<file path="src/rtl/fifo_uart_tx_pkg.sv">
// Shared definitions for the FIFO-fed UART transmitter: FSM encoding and frame constants.
package fifo_uart_tx_pkg;

  localparam logic [2:0] ST_IDLE  = 3'd0;
  localparam logic [2:0] ST_FETCH = 3'd1;
  localparam logic [2:0] ST_START = 3'd2;
  localparam logic [2:0] ST_DATA  = 3'd3;
  localparam logic [2:0] ST_STOP  = 3'd4;

  typedef enum logic [2:0] {
    IDLE  = ST_IDLE,
    FETCH = ST_FETCH,
    START = ST_START,
    DATA  = ST_DATA,
    STOP  = ST_STOP
  } state_t;

  localparam logic START_BIT = 1'b0;
  localparam logic STOP_BIT  = 1'b1;

  localparam int unsigned BIT_CNT_W = 3;

endpackage

</file>
<file path="src/rtl/fifo_uart_tx_baud_tick_gen.sv">
// Baud-rate divider: free-running 0..CLKS_PER_BIT-1 counter with synchronous clear,
// tick marks the last clock of each bit period.
module baud_tick_gen #(
  parameter int CLKS_PER_BIT = 16
) (
  input  logic clk,
  input  logic reset,
  input  logic clear,
  output logic tick
);

  localparam int CNT_W = (CLKS_PER_BIT > 1) ? $clog2(CLKS_PER_BIT) : 1;
  localparam logic [CNT_W-1:0] CNT_LAST = CNT_W'(CLKS_PER_BIT - 1);

  logic [CNT_W-1:0] baud_cnt_reg;

  always_ff @(posedge clk or negedge reset) begin
    if (!reset) begin
      baud_cnt_reg <= '0;
    end else if (clear || (baud_cnt_reg == CNT_LAST)) begin
      baud_cnt_reg <= '0;
    end else begin
      baud_cnt_reg <= baud_cnt_reg + CNT_W'(1);
    end
  end

  assign tick = !clear && (baud_cnt_reg == CNT_LAST);

endmodule

</file>
<file path="src/rtl/fifo_uart_tx.sv">
// 8N1 UART transmitter that pops bytes from an upstream registered-read FIFO
// and serializes them LSB first with a fixed integer baud divider.
module fifo_uart_tx
  import fifo_uart_tx_pkg::*;
#(
  parameter int CLKS_PER_BIT = 16,
  parameter int DATA_W       = 8
) (
  input  logic              clk,
  input  logic              reset,
  input  logic              fifo_empty,
  input  logic [DATA_W-1:0] fifo_r_data,
  output logic              fifo_r_en,
  output logic              tx,
  output logic              busy,
  output logic              tx_done
);

  localparam logic [BIT_CNT_W-1:0] LAST_BIT = BIT_CNT_W'(DATA_W - 1);

  state_t                state_reg, state_next;
  logic [DATA_W-1:0]     shift_reg, shift_next;
  logic [BIT_CNT_W-1:0]  bit_cnt_reg, bit_cnt_next;
  logic                  tx_reg, tx_next;
  logic                  busy_reg;
  logic                  tx_done_reg;
  logic                  baud_clear;
  logic                  baud_tick;

  // Divider is held at zero until the frame starts so START gets a full bit period.
  assign baud_clear = (state_reg == IDLE) || (state_reg == FETCH);

  baud_tick_gen #(
    .CLKS_PER_BIT(CLKS_PER_BIT)
  ) u_baud_tick_gen (
    .clk  (clk),
    .reset(reset),
    .clear(baud_clear),
    .tick (baud_tick)
  );

  assign fifo_r_en = (state_reg == IDLE) && !fifo_empty;

  always_comb begin
    state_next   = state_reg;
    shift_next   = shift_reg;
    bit_cnt_next = bit_cnt_reg;
    case (state_reg)
      IDLE: begin
        if (!fifo_empty) state_next = FETCH;
      end
      FETCH: begin
        shift_next   = fifo_r_data;
        bit_cnt_next = '0;
        state_next   = START;
      end
      START: begin
        if (baud_tick) state_next = DATA;
      end
      DATA: begin
        if (baud_tick) begin
          shift_next   = shift_reg >> 1;
          bit_cnt_next = bit_cnt_reg + BIT_CNT_W'(1);
          if (bit_cnt_reg == LAST_BIT) state_next = STOP;
        end
      end
      STOP: begin
        if (baud_tick) state_next = IDLE;
      end
      default: begin
        state_next = IDLE;
      end
    endcase
  end

  // Line level is decoded from the next state so tx comes straight off a flop.
  always_comb begin
    tx_next = STOP_BIT;
    case (state_next)
      START:   tx_next = START_BIT;
      DATA:    tx_next = shift_next[0];
      default: tx_next = STOP_BIT;
    endcase
  end

  always_ff @(posedge clk or negedge reset) begin
    if (!reset) begin
      state_reg   <= IDLE;
      shift_reg   <= '0;
      bit_cnt_reg <= '0;
      tx_reg      <= STOP_BIT;
      busy_reg    <= 1'b0;
      tx_done_reg <= 1'b0;
    end else begin
      state_reg   <= state_next;
      shift_reg   <= shift_next;
      bit_cnt_reg <= bit_cnt_next;
      tx_reg      <= tx_next;
      busy_reg    <= (state_next != IDLE);
      tx_done_reg <= (state_reg == STOP) && baud_tick;
    end
  end

  assign tx      = tx_reg;
  assign busy    = busy_reg;
  assign tx_done = tx_done_reg;

endmodule

</file>
<file path="config.mk">
export PLATFORM = sky130hd
export DESIGN_NAME = fifo_uart_tx
export DESIGN_NICKNAME = d
export VERILOG_FILES = /design/src/rtl/fifo_uart_tx_pkg.sv /design/src/rtl/fifo_uart_tx_baud_tick_gen.sv /design/src/rtl/fifo_uart_tx.sv
export SDC_FILE = /design/constraint.sdc
export NUM_CORES = 1
export LEC_CHECK = 0
export CORE_ASPECT_RATIO = 0.8
export CORE_MARGIN = 1
export CORE_UTILIZATION = 55
export CTS_BUF_LIST = sky130_fd_sc_hd__clkbuf_16
export CTS_CLUSTER_SIZE = 24
export DETAILED_ROUTE_END_ITERATION = 8
export HOLD_SLACK_MARGIN = 0.12
export PLACE_DENSITY = 0.82
export SLEW_MARGIN = 30
export SYNTH_ARGS = -nofsm -noshare
export SYNTH_HDL_FRONTEND = slang
export SYNTH_SLANG_ARGS = --single-unit
</file>
<file path="constraint.sdc">
create_clock -name clk -period 5.54 [get_ports clk]
set_input_delay 0.554 -clock clk [delete_from_list [all_inputs] [get_ports clk]]
set_output_delay 0.554 -clock clk [all_outputs]
set_load 0.02 [all_outputs]
</file>
# Word-level counts from Yosys, hierarchy flattened
# Cells that the tools add are included.
classes:
  muxes: 12
  n_reduce_logical: 11
  n_eq_ne: 9
  addsub: 2
op_table:
  columns: ["cell", "n"]
  rows:
  - ["2-to-1 mux 3 bit", 6]
  - ["case mux 8 bit (2 select lines)", 1]
  - ["case mux 3 bit (5 select lines)", 1]
  - ["== test 3 x 2 -> 1 bit, second input constant", 4]
  - ["2-to-1 mux 8 bit", 1]
  - ["== test 3 bit, second input constant", 2]
  - ["case mux 3 bit (2 select lines)", 1]
  - ["adder 4 x 1 -> 4 bit, second input constant", 1]
  - ["== test 4 bit, second input constant", 1]
  - ["2-to-1 mux 4 bit", 1]
  - ["adder 3 x 1 -> 3 bit, second input constant", 1]
  - ["== test 3 x 1 -> 1 bit, second input constant", 1]
  - ["logical AND 1 bit", 3]
  - ["zero test 3 bit", 1]
  - ["nonzero test 3 bit", 1]
  - ["zero test 1 bit", 2]
  - ["logical OR 1 bit", 2]
  - ["inequality test 2 bit, second input constant", 1]
  - ["case mux 1 bit (2 select lines)", 1]
  - ["AND reduction 2 bit", 1]
  - ["nonzero test 2 bit", 1]
word_totals:
  elab_cells: 42
  in_bits: 11
  reg_bits: 21
  output_inout_bits: 4

# Logic depth before layout (Yosys ltp)
# Gate-level depths: netlist (run 1).
depth:
  word_depth: 8
  mapped_depth: 6
  ltp_nobuf: 6

# Hierarchy
# Synthesis (run 1) repeated with hierarchy kept, for this count alone.
hier_totals:
  hier_cells: 86
  hier_area_um2: 1001.0
modules_own_cells:
  columns: ["module", "seq_area_each_um2", "cells_each", "instances", "area_per_inst_um2"]
  rows:
  - ["fifo_uart_tx", 426.7, 71, 1, 825.8]
  - ["baud_tick_gen", 100.1, 15, 1, 175.2]

# Worst setup path before layout (run 1)
# Ideal clock, no wire load.
synth_path:
  path_kind: "flip-flop to output port"
  from: "reg state_reg[1]"
  to: "out fifo_r_en"
  arrival_time_ns: 1.292
  slack_ns: 3.694
  t_required_ns: 4.986
  path_buffers: 1
  path_stages_with_launch: 3
  path_cell_list: "dfrtp_1 -> clkbuf_1 -> nor4_1"
synth_between:
  elab_chain_cells: 2
synth_lines:
  columns: ["item", "line_no", "source"]
  rows:
  - ["start, declared", "fifo_uart_tx.sv:21", "state_t state_reg, state_next;"]
  - ["start signal, assigned", "fifo_uart_tx.sv:95", "state_reg <= state_next;"]
  - ["zero test 3 bit", "fifo_uart_tx.sv:42", "assign fifo_r_en = (state_reg == IDLE) && !fifo_empty;"]
  - ["logical AND 1 bit", "fifo_uart_tx.sv:42", null]
  - ["end, declared", "fifo_uart_tx.sv:13", "output logic fifo_r_en,"]
# Every way passes these cells.

# Final worst setup path (run 1)
layout_path:
  from: "in fifo_empty"
  to: "out fifo_r_en"
layout_between:
  elab_chain_cells: 2
layout_lines:
  columns: ["item", "line_no", "source"]
  rows:
  - ["start, declared", "fifo_uart_tx.sv:11", "input logic fifo_empty,"]
  - ["zero test 1 bit", null, null]
  - ["logical AND 1 bit", "fifo_uart_tx.sv:42", null]
# Every way passes these cells.

==> results.txt, run 1 <==
fin util = 72.7%
post-DP HPWL = 1.44 mm
max-slew violations = 0
Post-CTS Resized = 0
Placed Area = 1120 µm²
hold_buf cts = 0
EDFF count, synth = 0
power density over the cells = 536 nW/µm²
r2r setup slk = 3.70 ns
Setup WS pre-CTS = 3.20 ns
Clock Sinks = 21
P_leak = 0.524 nW
Post-synth top cells = dfrtp_1 (20), o22ai_1 (11), nor2_1 (9), a21oi_1 (7), nand2_1 (7)
setup violators final = 0
final net count = 123
CP endpoint kind = output pin
mapped cell area = 976 µm²
worst-margin pin slew = 0.467 ns
# Post-CTS Setup Buffers = 0
Synth Register Bits = 21
final hold violation count = 0
most area-consuming cells after synthesis = dfrtp_1 (51%), o22ai_1 (7.1%), ha_1 (3.8%)
Syn Area/Cell = 10.4 µm²
run status = finished clean
DRC = 0
FF-to-FF path depth = 6
Post-synth ARST share = 100%
post-route design area = 1190 µm²
f_max = 0.427 GHz
DIE WIDTH = 49.1 µm
setup TNS = 0 ns
synthesized netlist cell count = 94
Hold Crit Class = input pin to asynchronous set/reset pin
Routed Antenna Nets = 0
fin crit share = 42.2%
GRT Util Overall = 23.6%
Starting Density = 59.4%
critical path startpoint category = input pin
initial antenna violation count = 0
CTS tree = done
Synth area leader = dfrtp_1
core area = 1640 µm²
total gr overflow = 0
R2R Path Start = bit_cnt_reg[0]$_DFFE_PN0P_
Req. time, crit path = 4.99 ns
CTS Buf Count = 3
largest net degree at the start of global routing = 22
vias in the first global route = 719
most common cell in the netlist = dfrtp_1
die height = 39.7 µm
Synth top area share = 51.3%
io pins = 15
drt first pass iters = 4
Initial DRC Count = 29
worst vdd ir = 315 µV
Die ar. = 1950 µm²
Worst Skew = 0.00492 ns
critical path type = input pin to output pin
Routed WL per cell = 15.6 µm
Clock transition at path regs = 0.06 ns
Syn. warnings = 0
Post-Route WL = 2.03 mm
Area Growth Syn to Fin = 22.3%
Crit Path Max Fanout = 2
Port Buf Inserts = 14
proportion of layout cells with a drive suffix above 1 = 8.33%
Arr. time, crit path = 1.79 ns
GPL Wtd Cong = 0.766
max-capacitance violation count = 0
average vias per placed instance = 6.07
Synth Flop Type = dfrtp_1
Net Count, Synth = 108
RSZ-0062 raised after global routing = false
minimum clock period = 2.34 ns
worst skew pair latency = 0.25 ns
post-synthesis sequential area ratio = 54.0%
Clock H-tree levels = 1
Slew headroom = 68.9%
RR Endpoint = busy$_DFF_PN0_
via count = 789
setup ws final = 3.20 ns
first-pass GRT wire length = 3.19 mm
Yosys cell types = 33
deepest clock path buffer count = 2
Largest register FFs = 8
root buf cell = clkbuf_16
# rows = 13
diode count = 0
## layout make-up
type	count	area [µm²]
tap	22	27.5
clock inverter	1	5.00
fill	114	449
timing repair buffer	14	135
clock buffer	3	75.1
sequential	21	527
multi-input combinational	66	413
inverter	3	11.3
## worst max-delay path: stages
cell             delay [ns]
clkdlybuf4s50_1        0.42
nor4_1                 0.17
clkdlybuf4s50_1        0.65
## cells in the final DEF (no fill, tap or decap), types with 2 or more instances in the layout
| cell type | synthesis | routed |
|---|---|---|
| ha_1 | 3 | 3 |
| clkdlybuf4s50_1 | 0 | 13 |
| clkbuf_16 | 0 | 3 |
| inv_1 | 3 | 3 |
| a21oi_1 | 7 | 7 |
| o22ai_1 | 11 | 11 |
| o21ai_0 | 4 | 4 |
| nand2_1 | 7 | 7 |
| a32o_1 | 2 | 2 |
| and3_1 | 3 | 3 |
| dfrtp_1 | 20 | 20 |
| nor2_1 | 9 | 9 |
| a22oi_1 | 2 | 2 |
## cells by family after synthesis
| group | Yosys count | synth area share, % |
|---|---|---|
| AO/OA/AOI/OAI | 33 | 21.7 |
| AND/OR/NAND/NOR | 28 | 15.0 |
| flip-flops | 21 | 54.0 |
| buffers and inverters | 7 | 3.72 |
| adder cells (fa/ha/maj) | 3 | 3.85 |
| XOR/XNOR | 2 | 1.80 |
## stage by stage
step / total power (W) / hold WS (ns) / cells
floorplan: 0.000427 / 0.258 / 94
global placement: 0.000475 / 0.450 / 126
detailed placement: 0.000488 / 0.469 / 126
CTS: 0.000641 / 0.475 / 130
global route: 0.000683 / 0.283 / 130
finish: 0.000640 / 0.246 / 130
## power by group
part / switching (W) / internal [W]
clock network: 0.0000550 / 0.0000969
logic: 0.000129 / 0.000104
registers: 0.0000506 / 0.000205
## worst max path at each step
stage	from	to	slack [ns]	cells after the start
2_1_floorplan	state_reg[1]$_DFF_PN0_	fifo_r_en	3.69	2
3_3_place_gp	fifo_empty	fifo_r_en	3.21	3
3_5_place_dp	fifo_empty	fifo_r_en	3.20	3
4_1_cts	fifo_empty	fifo_r_en	3.18	3
5_1_grt	fifo_empty	fifo_r_en	3.15	3
6_report	fifo_empty	fifo_r_en	3.20	3
## metal layers
| metal | track usage [%] | wire length (µm) | vias up |
|---|---|---|---|
| met1 | 27.7 | 895 | 382 |
| met3 | 7.36 | 93 | 2 |
| met2 | 41.1 | 1030 | 25 |
| met4 | 9.56 | 9 | 0 |
| li1 | - | - | 380 |
| met5 | 0 | 0 | - |
Note: power is estimated with default switching activity, not from simulation.
==> run 2, diff against run 1 <==
--- a/config.mk
+++ b/config.mk
@@ -7,12 +7,12 @@
 export LEC_CHECK = 0
 export CORE_ASPECT_RATIO = 0.8
 export CORE_MARGIN = 1
-export CORE_UTILIZATION = 55
+export CORE_UTILIZATION = 46
 export CTS_BUF_LIST = sky130_fd_sc_hd__clkbuf_16
 export CTS_CLUSTER_SIZE = 24
 export DETAILED_ROUTE_END_ITERATION = 8
 export HOLD_SLACK_MARGIN = 0.12
-export PLACE_DENSITY = 0.82
+export PLACE_DENSITY = 0.74
 export SLEW_MARGIN = 30
 export SYNTH_ARGS = -nofsm -noshare
 export SYNTH_HDL_FRONTEND = slang
==> constraint.sdc (replaced) <==
create_clock -name clk -period 2.09 [get_ports clk]
set_input_delay 0.209 -clock clk [delete_from_list [all_inputs] [get_ports clk]]
set_output_delay 0.209 -clock clk [all_outputs]
set_load 0.02 [all_outputs]
==> results.txt, run 2 (synthesis results as in run 1) <==
run status = finished clean
placed cells = 130
Hold Crit Class = input pin to asynchronous set/reset pin
fin crit share = 89.8%
GRT Util Overall = 20.9%
r2r setup slk = 0.28 ns
R2R Path Start = bit_cnt_reg[0]$_DFFE_PN0P_
commonest non-fill, non-tap cell in the layout = dfrtp_1
initial antenna violation count = 0
Die ar. = 2310 µm²
worst skew pair latency = 0.25 ns
final net count = 125
f_max = 0.533 GHz
Area Growth Syn to Fin = 24.6%
Arr. time, crit path = 1.67 ns
P_leak = 0.533 nW
Layout Cells excl Fill = 134
diode count = 0
minimum clock period = 1.88 ns
Post-CTS Resized = 0
Crit Path Max Fanout = 9
vias in the first global route = 656
fillers = 160
DIE WIDTH = 53.5 µm
setup violators final = 0
drt first pass iters = 5
CP startpoint = state_reg[2]$_DFF_PN0_
setup TNS = 0 ns
power density over the cells = 1400 nW/µm²
max-slew violations = 0
Initial DRC Count = 47
# rows = 14
CTS Buf Count = 3
critical path startpoint category = flop
Port Buf Inserts = 14
largest net degree at the start of global routing = 22
Starting Density = 50.2%
root buf cell = clkbuf_16
register area = 527 µm²
deepest clock path buffer count = 2
CTS tree = done
Clock H-tree levels = 1
worst vdd ir = 920 µV
GPL Wtd Cong = 0.785
Largest register FFs = 8
CP endpoint kind = output pin
Req. time, crit path = 1.88 ns
FF-to-FF path depth = 6
total power = 0.00170 W
DRC = 0
final hold violation count = 0
first-pass GRT wire length = 3.27 mm
critical path type = flop to output pin
RSZ-0062 raised after global routing = false
max-capacitance violation count = 0
Post-Route WL = 1.93 mm
most frequent cells in the layout = dfrtp_1 (20), clkdlybuf4s50_1 (14), o22ai_1 (11), nor2_1 (9)
post-DP HPWL = 1.30 mm
Routed Antenna Nets = 0
Clock transition at path regs = 0.06 ns
Slew headroom = 68.2%
hold_buf cts = 0
Clock Sinks = 21
total gr overflow = 0
average vias per placed instance = 5.72
Worst Skew = 0.00349 ns
worst-margin pin slew = 0.474 ns
via count = 766
Routed WL per cell = 14.4 µm
area occupied by multi-input gates = 413 µm²
core area = 1940 µm²
die height = 43.2 µm
proportion of layout cells with a drive suffix above 1 = 9.09%
crit path to = fifo_r_en
# Post-CTS Setup Buffers = 0
RR Endpoint = busy$_DFF_PN0_
io pins = 15
## run 2: changes by cell type in the layout (fill, tap and decap cells not counted)
cell             previous run  this run
buf_2                       1         0
clkdlybuf4s50_1            13        14
buf_4                       0         2
## run 2: where the power goes
| group | switching (W) | internal (W) | total, W |
|---|---|---|---|
| logic | 0.000345 | 0.000289 | 0.000633 |
| clock network | 0.000147 | 0.000257 | 0.000404 |
| registers | 0.000120 | 0.000543 | 0.000663 |
| total | 0.000611 | 0.00109 | 0.00170 |
## run 2: through the flow
stage	setup WS (ns)	utilization, %	area (µm²)	hold slack, ns
CTS	0.190	62.5	1220	0.298
finish	0.214	62.5	1220	0.289
detailed placement	0.293	58.4	1140	0.456
global placement	0.328	58.4	1140	0.448
global route	0.133	62.5	1220	0.350
floorplan	0.356	-	976	-0.0866
## run 2: how the worst min path moves through the flow
stage	endpoint	cells past startpoint	start	slack [ns]
global placement	u_baud_tick_gen.baud_cnt_reg[0]$_DFF_PN0_	1	u_baud_tick_gen.baud_cnt_reg[0]$_DFF_PN0_	0.45
finish	busy$_DFF_PN0_	2	reset	0.29
global route	state_reg[1]$_DFF_PN0_	2	reset	0.35
floorplan	bit_cnt_reg[0]$_DFFE_PN0P_	0	reset	-0.09
CTS	busy$_DFF_PN0_	2	reset	0.30
detailed placement	u_baud_tick_gen.baud_cnt_reg[0]$_DFF_PN0_	1	u_baud_tick_gen.baud_cnt_reg[0]$_DFF_PN0_	0.46
## run 2: worst max-delay path: stages, from the launching register on
cell and delay [ns]:
dfrtp_1 0.46, nor4_1 0.30, clkdlybuf4s50_1 0.65
## run 2: routing by layer
layer	GRT usage [%]	vias to the layer above	share of wire (%)
met5	0	-	0
met4	7.89	0	1.6
met3	7.53	5	4.6
met2	27.0	22	43
met1	31.1	359	51
li1	-	380	-
## run 2: final cells by class
type / count / area share [%]
clock buffers: 3 / 6.17
clock inverters: 1 / 0.412
inverters: 3 / 0.926
multi-input cells: 66 / 34.0
flip-flops and latches: 21 / 43.3
well taps: 24 / 2.47
repair buffers: 16 / 12.8
